$ cat src/rtl/gat_pkg.sv
// Shared GAT accelerator definitions used by the classifier stage.
// Holds default sizes, derived index widths and the argmax FSM state type.
package gat_pkg;

  localparam int DATA_WIDTH         = 32;
  localparam int NUM_FEATURE_OUT    = 16;
  localparam int NUM_SUBGRAPHS      = 2708;
  localparam int BRAM_RD_LAT        = 2;
  localparam int NEW_FEATURE_ADDR_W = $clog2(NUM_SUBGRAPHS * NUM_FEATURE_OUT);
  localparam int CLASS_W            = $clog2(NUM_FEATURE_OUT);
  localparam int NODE_W             = $clog2(NUM_SUBGRAPHS);

  typedef enum logic [2:0] {
    ST_IDLE,
    ST_READ,
    ST_WAIT,
    ST_EMIT,
    ST_DONE
  } argmax_state_t;

endpackage

$ cat src/rtl/gat_feat_argmax_cmp.sv
// Running signed maximum tracker for one node's feature stream.
// Exposes the value/index that include the word presented this cycle.
module argmax_cmp
  import gat_pkg::*;
#(
  parameter int DATA_WIDTH = 32,
  parameter int CLASS_W    = 4
) (
  input  logic                  clk,
  input  logic                  rst,
  input  logic                  vld_i,
  input  logic                  first_i,
  input  logic [DATA_WIDTH-1:0] data_i,
  input  logic [CLASS_W-1:0]    idx_i,
  output logic [DATA_WIDTH-1:0] max_d_o,
  output logic [CLASS_W-1:0]    idx_d_o
);

  logic [DATA_WIDTH-1:0] max_q;
  logic [CLASS_W-1:0]    idx_q;

  // Strictly-greater update keeps the lowest index on ties.
  always_comb begin
    max_d_o = max_q;
    idx_d_o = idx_q;
    if (vld_i && (first_i || ($signed(data_i) > $signed(max_q)))) begin
      max_d_o = data_i;
      idx_d_o = idx_i;
    end
  end

  always_ff @(posedge clk or posedge rst) begin
    if (rst) begin
      max_q <= '0;
      idx_q <= '0;
    end else begin
      max_q <= max_d_o;
      idx_q <= idx_d_o;
    end
  end

endmodule

$ cat src/rtl/gat_feat_argmax.sv
// Drains the feature BRAM node by node and emits each node's argmax class
// on a valid/ready port; read issue stops while a result is pending.
module gat_feat_argmax #(
  parameter int DATA_WIDTH         = gat_pkg::DATA_WIDTH,
  parameter int NUM_FEATURE_OUT    = gat_pkg::NUM_FEATURE_OUT,
  parameter int NUM_SUBGRAPHS      = gat_pkg::NUM_SUBGRAPHS,
  parameter int BRAM_RD_LAT        = gat_pkg::BRAM_RD_LAT,
  parameter int NEW_FEATURE_ADDR_W = $clog2(NUM_SUBGRAPHS * NUM_FEATURE_OUT),
  parameter int CLASS_W            = $clog2(NUM_FEATURE_OUT),
  parameter int NODE_W             = $clog2(NUM_SUBGRAPHS)
) (
  input  logic                          clk,
  input  logic                          rst,
  input  logic                          start_i,
  output logic                          feat_bram_enb,
  output logic [NEW_FEATURE_ADDR_W-1:0] feat_bram_addrb,
  input  logic [DATA_WIDTH-1:0]         feat_bram_dout,
  output logic                          cls_vld_o,
  input  logic                          cls_rdy_i,
  output logic [CLASS_W-1:0]            cls_idx_o,
  output logic [NODE_W-1:0]             cls_node_o,
  output logic [DATA_WIDTH-1:0]         cls_max_o,
  output logic                          busy_o,
  output logic                          done_o
);
  import gat_pkg::*;

  localparam logic [CLASS_W-1:0] KLast    = CLASS_W'(NUM_FEATURE_OUT - 1);
  localparam logic [NODE_W-1:0]  NodeLast = NODE_W'(NUM_SUBGRAPHS - 1);

  argmax_state_t                 state_q;
  logic                          enb_q, vld_q, done_q;
  logic [NEW_FEATURE_ADDR_W-1:0] addr_q;
  logic [CLASS_W-1:0]            k_q, res_idx_q;
  logic [NODE_W-1:0]             node_q, res_node_q;
  logic [DATA_WIDTH-1:0]         res_max_q;

  logic [BRAM_RD_LAT-1:0]        vld_sr_q;
  logic [CLASS_W-1:0]            tag_sr_q [BRAM_RD_LAT];

  logic                          ret_vld, ret_first, ret_last;
  logic [CLASS_W-1:0]            ret_tag;
  logic [DATA_WIDTH-1:0]         best_max;
  logic [CLASS_W-1:0]            best_idx;

  assign ret_vld   = vld_sr_q[BRAM_RD_LAT-1];
  assign ret_tag   = tag_sr_q[BRAM_RD_LAT-1];
  assign ret_first = (ret_tag == '0);
  assign ret_last  = ret_vld && (ret_tag == KLast);

  // Tag pipe mirrors the BRAM latency so each returning word knows its index.
  always_ff @(posedge clk or posedge rst) begin
    if (rst) begin
      vld_sr_q <= '0;
      for (int i = 0; i < BRAM_RD_LAT; i++) tag_sr_q[i] <= '0;
    end else begin
      vld_sr_q[0] <= enb_q;
      tag_sr_q[0] <= k_q;
      for (int i = 1; i < BRAM_RD_LAT; i++) begin
        vld_sr_q[i] <= vld_sr_q[i-1];
        tag_sr_q[i] <= tag_sr_q[i-1];
      end
    end
  end

  argmax_cmp #(
    .DATA_WIDTH(DATA_WIDTH),
    .CLASS_W   (CLASS_W)
  ) u_cmp (
    .clk    (clk),
    .rst    (rst),
    .vld_i  (ret_vld),
    .first_i(ret_first),
    .data_i (feat_bram_dout),
    .idx_i  (ret_tag),
    .max_d_o(best_max),
    .idx_d_o(best_idx)
  );

  // addr_q runs continuously across nodes, so it always holds node*F + k.
  always_ff @(posedge clk or posedge rst) begin
    if (rst) begin
      state_q    <= ST_IDLE;
      enb_q      <= 1'b0;
      addr_q     <= '0;
      k_q        <= '0;
      node_q     <= '0;
      vld_q      <= 1'b0;
      res_idx_q  <= '0;
      res_node_q <= '0;
      res_max_q  <= '0;
      done_q     <= 1'b0;
    end else begin
      done_q <= 1'b0;
      unique case (state_q)
        ST_IDLE: begin
          if (start_i) begin
            state_q <= ST_READ;
            enb_q   <= 1'b1;
            addr_q  <= '0;
            k_q     <= '0;
            node_q  <= '0;
          end
        end
        ST_READ: begin
          addr_q <= addr_q + NEW_FEATURE_ADDR_W'(1);
          if (k_q == KLast) begin
            enb_q   <= 1'b0;
            k_q     <= '0;
            state_q <= ST_WAIT;
          end else begin
            k_q <= k_q + CLASS_W'(1);
          end
        end
        ST_WAIT: begin
          if (ret_last) begin
            res_idx_q  <= best_idx;
            res_max_q  <= best_max;
            res_node_q <= node_q;
            vld_q      <= 1'b1;
            state_q    <= ST_EMIT;
          end
        end
        ST_EMIT: begin
          if (cls_rdy_i) begin
            vld_q <= 1'b0;
            if (node_q == NodeLast) begin
              state_q <= ST_DONE;
              done_q  <= 1'b1;
            end else begin
              node_q  <= node_q + NODE_W'(1);
              enb_q   <= 1'b1;
              state_q <= ST_READ;
            end
          end
        end
        ST_DONE: state_q <= ST_IDLE;
        default: state_q <= ST_IDLE;
      endcase
    end
  end

  assign feat_bram_enb   = enb_q;
  assign feat_bram_addrb = addr_q;
  assign cls_vld_o       = vld_q;
  assign cls_idx_o       = res_idx_q;
  assign cls_node_o      = res_node_q;
  assign cls_max_o       = res_max_q;
  assign busy_o          = (state_q != ST_IDLE);
  assign done_o          = done_q;

endmodule
$ cat config.mk
export PLATFORM = sky130hd
export DESIGN_NAME = gat_feat_argmax
export DESIGN_NICKNAME = d
export VERILOG_FILES = /design/src/rtl/gat_pkg.sv /design/src/rtl/gat_feat_argmax_cmp.sv /design/src/rtl/gat_feat_argmax.sv
export SDC_FILE = /design/constraint.sdc
export NUM_CORES = 1
export LEC_CHECK = 0
export ABC_CLOCK_PERIOD_IN_PS = 2500
export CAP_MARGIN = 30
export CELL_PAD_IN_SITES_DETAIL_PLACEMENT = 2
export CELL_PAD_IN_SITES_GLOBAL_PLACEMENT = 2
export CORE_MARGIN = 2
export CORE_UTILIZATION = 34
export CTS_BUF_LIST = sky130_fd_sc_hd__clkbuf_8
export CTS_CLUSTER_DIAMETER = 40
export DETAILED_ROUTE_END_ITERATION = 10
export GPL_TIMING_DRIVEN = 0
export PLACE_DENSITY_LB_ADDON = 0.2
export SLEW_MARGIN = 40
export SYNTH_ARGS = -nofsm -noshare
export SYNTH_HDL_FRONTEND = slang
export SYNTH_HIERARCHICAL = 1
export SYNTH_SLANG_ARGS = --single-unit
$ cat constraint.sdc
create_clock -name clk -period 2.5 [get_ports clk]
set_input_delay 0.25 -clock clk [delete_from_list [all_inputs] [get_ports clk]]
set_output_delay 0.25 -clock clk [all_outputs]
set_load 0.02 [all_outputs]
Word level (Yosys, flattened, before mapping)
Cells that the tools add are included.
Widths: inputs -> output; s select.
{"block": "totals", "register_bits": 132, "inputBits": 36, "output_inout_bits": 68, "wordCells": 74}
{"block": "op_classes", "eq_ne": 11, "mux": 28, "n_reduce_logical": 16, "add_sub_neg": 3, "n_lt_le_gt_ge": 1}
{"cell": "$mux 12", "n": 3}
{"cell": "$gt 32x32->1", "n": 1}
{"cell": "$mux 32", "n": 1}
{"cell": "$pmux 16 s2", "n": 1}
{"cell": "$pmux 12 s2", "n": 1}
{"cell": "$add 16x1->16 const B", "n": 1}
{"cell": "$mux 16", "n": 1}
{"cell": "$mux 3", "n": 5}
{"cell": "$add 12x1->12 const B", "n": 1}
{"cell": "$eq 12x12->1 const B", "n": 1}
{"cell": "$mux 4", "n": 3}
{"cell": "$pmux 3 s4", "n": 1}
{"cell": "$ne 2x2->1 const B", "n": 5}
{"cell": "$mux 1", "n": 9}
{"cell": "$eq 4x4->1 const B", "n": 2}
{"cell": "$pmux 4 s2", "n": 1}
{"cell": "$reduce_and 4->1", "n": 2}
{"cell": "$eq 3x2->1 const B", "n": 2}
{"cell": "$reduce_bool 2->1", "n": 3}
{"cell": "$reduce_bool 3->1", "n": 2}
{"cell": "$reduce_and 5->1", "n": 1}
{"cell": "$add 4x1->4 const B", "n": 1}
{"cell": "$logic_not 4->1", "n": 1}
{"cell": "$reduce_and 2->1", "n": 2}
{"cell": "7 further kinds", "n": 8}

Logic depth before layout (Yosys ltp)
{"block": "depth", "ltp_word": 4, "depth_mapped": 10, "ltp_nobuf": 9}

Cells and area by module
The synthesis kept the hierarchy.
{"module": "gat_feat_argmax", "instances": 1, "seq_area_each_um2": 2402.3, "area_each_um2": 4086.4, "cells_per_inst": 318}
{"module": "argmax_cmp", "instances": 1, "seq_area_each_um2": 900.9, "area_each_um2": 2318.5, "cells_per_inst": 195}

Worst setup path before layout
Ideal clock, no wire load.
{"block": "synth_path", "path_kind": "reg-to-reg", "start": "reg u_cmp.max_q[30]", "end": "reg res_max_q[10], in the netlist cls_max_o[10]", "arrival_time_ns": 2.499, "stages_incl_launch_ff": 11, "required_time_ns": 2.375, "n_path_buf": 1, "slack_ns": -0.124, "synth_period_minus_slack_ns": 2.624, "setup_time_ns": 0.125, "cell_sequence": "dfrtp_1 -> inv_1 -> ha_1 -> nand4_2 -> or4_4 -> o21ai_1 -> nand2_1 -> o211ai_4 -> buf_6 -> mux2_4 -> mux2_2"}
{"block": "synth_between", "elab_chain_len": 4}
{"item": "start, declared", "line": "gat_feat_argmax_cmp.sv:19", "source": "logic [DATA_WIDTH-1:0] max_q;"}
{"item": "start signal, assigned", "line": "gat_feat_argmax_cmp.sv:37", "source": "max_q <= max_d_o;"}
{"item": "$gt 32x32->1", "line": "gat_feat_argmax_cmp.sv:26", "source": "if (vld_i && (first_i || ($signed(data_i) > $signed(max_q)))) begin"}
{"item": "$logic_or 1x1->1", "line": "gat_feat_argmax_cmp.sv:26"}
{"item": "$logic_and 1x1->1", "line": "gat_feat_argmax_cmp.sv:26"}
{"item": "$mux 32", "line": "gat_feat_argmax_cmp.sv:26"}
{"item": "net best_max[10]", "line": "gat_feat_argmax.sv:43", "source": "logic [DATA_WIDTH-1:0] best_max;"}
{"item": "end signal, assigned", "line": "gat_feat_argmax.sv:118", "source": "res_max_q <= best_max;"}
{"item": "end, declared", "line": "gat_feat_argmax.sv:36", "source": "logic [DATA_WIDTH-1:0] res_max_q;"}
The timed path passes the listed nets, and every way through them passes these cells.
A chain may end at the register's enable or synchronous reset.

Worst setup path after layout
{"block": "layout_path", "start": "reg u_cmp.max_q[27]", "end": "reg res_max_q[6], in the netlist cls_max_o[6]"}
Same word-level chain as after synthesis.

==> out/qor.csv <==
metric;value;unit
CTS tree;built;
Placement Cell Area;7890;um2
Seq/Total Area, Yosys;51.6;%
final core utilization;46.7;%
share of cells above drive strength 1;28.6;%
vias in the first global route;5434;
wire per inst;19.7;um
WP data required;2.83;ns
Longest Clk Path Bufs;2;
Non-Filler Instances;898;
number of remaining DRC errors;0;
Peak supply drop;0.404;mV
CTS clk-pin slew, worst paths;0.08;ns
Critical Path Max Stage Delay;0.62;ns
Detailed Route WL;17700;um
DPL Wire Length;12200;um
Worst-Skew Late Latency;0.45;ns
WP data arrival;3.18;ns
Die Span Y;141;um
syn_area_per_cell;12.5;um2
Warnings, synthesis;6;
CTS Buf Count;17;
worst reg-to-reg setup slack;-0.35;ns
# port buffers;103;
initial antenna violation count;0;
total power;9130;uW
Filler Cell Count;1799;
RSZ-0062 raised after global routing;true;
Root Buffer;clkbuf_8;
crit path time final;2.85;ns
hold crit path type;in -> async;
pin count of the biggest net entering global routing;37;
Setup CP Type;reg -> reg;
Max-Cap Viols;0;
global placer's final weighted congestion;0.798;
IO Pins;104;
Antenna Nets Post-Route;0;
Main synth FF type;dfrtp_1;
core area;18600;um2
Hold Slack;0.220;ns
LEAKAGE;0.00399;uW
Final Hold Fails;0;
post-synthesis net count;584;
H-tree lvl count;4;
TritonRoute pass-1 iters;4;
Total GRT Usage;18.9;%
Placed Cells;854;
initial DRC count;165;
synthesized instance count;513;
vias;4640;
final setup vio count;72;
initial core utilization;34.5;%
number of flops mapped to enable cells by yosys;0;
Clock Sinks;132;
synth unique cells;62;
nets@finish;722;
pins over their slew limit;0;
CP Capture Type;flip-flop;
final critical-path setup slack;-0.348;ns
Vias/cell;5.17;
period utilization;114;%
Design Area, Final;8680;um2
startpoint types;flip-flop;
Power Density;1050;nW/um2
Critical Path, Cell by Cell;inv_2 > ha_4 > nand4_1 > or4_4 > o21ai_2 > nand2_2 > o211ai_4 > buf_12 > buf_12 > mux2_4 > mux2_4;
async set-reset flop share out of synthesis;100;%
Yosys reg bits;132;
f_max;0.351;GHz
synthesized area;6400;um2
CP max-delay cell;or4_4;
CP Max Fanout;10;
DIE AREA;20000;um2
violated checks;setup timing;
Final Skew;0.0127;ns
first-pass GRT wire length;29500;um
row cnt;50;
Syn-to-layout area delta;35.5;%
# diodes;0;
width of the chip;141;um
grt ovf;0;
status;finished, violations left;
slew margin rel.;65.5;%
Worst-Margin Slew;0.517;ns
-- cells in the mapped netlist, types with 2 or more instances --
library cell | instances | share of area, %
a21o_1 | 3 | 0.35
a21oi_1 | 19 | 1.5
a22o_1 | 8 | 1.1
a22oi_1 | 2 | 0.23
a31oi_1 | 4 | 0.39
and3_1 | 2 | 0.20
and4_1 | 3 | 0.41
and4bb_2 | 2 | 0.39
buf_2 | 10 | 0.78
buf_4 | 2 | 0.23
buf_6 | 6 | 1.1
clkbuf_1 | 2 | 0.12
dfrtp_1 | 132 | 52
ha_1 | 35 | 6.8
inv_1 | 41 | 2.4
mux2_2 | 55 | 9.7
mux2_4 | 30 | 7.0
mux2i_1 | 2 | 0.31
nand2_1 | 25 | 1.5
nand2b_1 | 3 | 0.29
nand3_1 | 19 | 1.5
nand4_1 | 13 | 1.3
nand4_2 | 3 | 0.59
nor2_1 | 9 | 0.53
nor3_1 | 7 | 0.55
nor3b_2 | 2 | 0.39
nor4_1 | 3 | 0.29
o211ai_1 | 6 | 0.70
o21ai_0 | 13 | 1.0
o21ai_1 | 12 | 0.94
o311ai_1 | 2 | 0.27
o31ai_1 | 5 | 0.59
o41ai_1 | 3 | 0.41
or3_1 | 2 | 0.20
-- registers in the layout, summed over array words and instances (netlist names) --
register	flops
done_o	1
feat_bram_addrb	16
tag_sr_q	4
state_q	3
vld_sr_q	2
k_q	4
feat_bram_enb	1
u_cmp/max_q	32
cls_node_o	12
cls_max_o	32
u_cmp/idx_q	4
ret_tag	4
cls_idx_o	4
node_q	12
cls_vld_o	1
-- cells in the final DEF (no fill, tap or decap), drive strengths merged, types with 20 or more instances in the layout --
cell type	instances
a21oi	20
buf	34
clkbuf	21
clkdlybuf4s50	103
dfrtp	132
ha	35
inv	40
mux2	85
nand2	26
nand3	20
o21ai	25
-- logic make-up (layout without fill, tap and decap cells) --
group,Yosys count,in the layout,synth area share (%)
muxes,87,87,17.0
adders and majority gates,35,35,6.84
and+or+nand+nor,107,107,10.1
DFF,132,132,51.6
buffers and inverters,61,212,4.59
AOI/OAI and AO/OA,91,91,9.90
-- path summary, 6_finish.rpt --
kind / startpoint / end / depth (start not counted)
min in group clk: tag_sr_q[6]$_DFF_PP0_ / ret_tag[2]$_DFF_PP0_ / 0
worst max register to register: u_cmp/max_q[27]$_DFF_PP0_ / cls_max_o[6]$_DFFE_PP0P_ / 11
worst min register to register: tag_sr_q[6]$_DFF_PP0_ / ret_tag[2]$_DFF_PP0_ / 0
worst max-delay path: u_cmp/max_q[27]$_DFF_PP0_ / cls_max_o[6]$_DFFE_PP0P_ / 11
worst min-delay path: rst / cls_max_o[21]$_DFFE_PP0P_ / 2
max in group asynchronous: rst / feat_bram_enb$_DFFE_PP0P_ / 4
-- per-layer routing --
| layer | global-route usage [%] | wire length (um) | up-vias |
|---|---|---|---|
| met1 | 24.3 | 7970 | 2409 |
| met4 | 5.21 | 187 | 0 |
| li1 | - | - | 2146 |
| met5 | 0 | 0 | - |
| met3 | 3.91 | 487 | 11 |
| met2 | 32.5 | 9020 | 74 |
-- power breakdown --
part | internal, uW | switching (uW) | leakage (uW)
Clock | 1140 | 908 | 0.000221
Combinational | 2210 | 1880 | 0.00203
Sequential | 2630 | 358 | 0.00174
-- cell type report --
class	count	area (um2)	area share, %
Clock buffer	19	262	3.01
Sequential cell	132	3300	38.1
Timing Repair Buffer	119	1240	14.3
Tap cell	234	293	3.37
Clock inverter	13	181	2.09
Multi-Input combinational cell	320	3070	35.3
Inverter	41	160	1.85
Buffer	20	166	1.92
-- stage by stage --
stage / TNS [ns] / setup slack, ns
floorplan: -1.25 / -0.0422
global placement: -46.03 / -0.726
detailed placement: -43.17 / -0.772
CTS: -9.72 / -0.288
global route: -21.20 / -0.457
finish: -12.90 / -0.348
-- critical path: cells and delay by family (launching register included) --
kind                       cells  cell delay, ns
AOI/OAI and AO/OA              2            0.24
and+or+nand+nor                3            0.88
DFF                            1            0.37
buffers and inverters          3            0.37
adders and majority gates      1            0.27
muxes                          2            0.59
-- repair_timing --
item,CTS,global route
pin swaps,4,2
endpoints found under the setup margin,68,72
endpoints found under the hold margin,0,0
gates resized for setup,46,3
gates cloned,1,0
buffers inserted,9,2
hold buffers,0,0
Note: power is estimated with default switching activity, not from simulation.
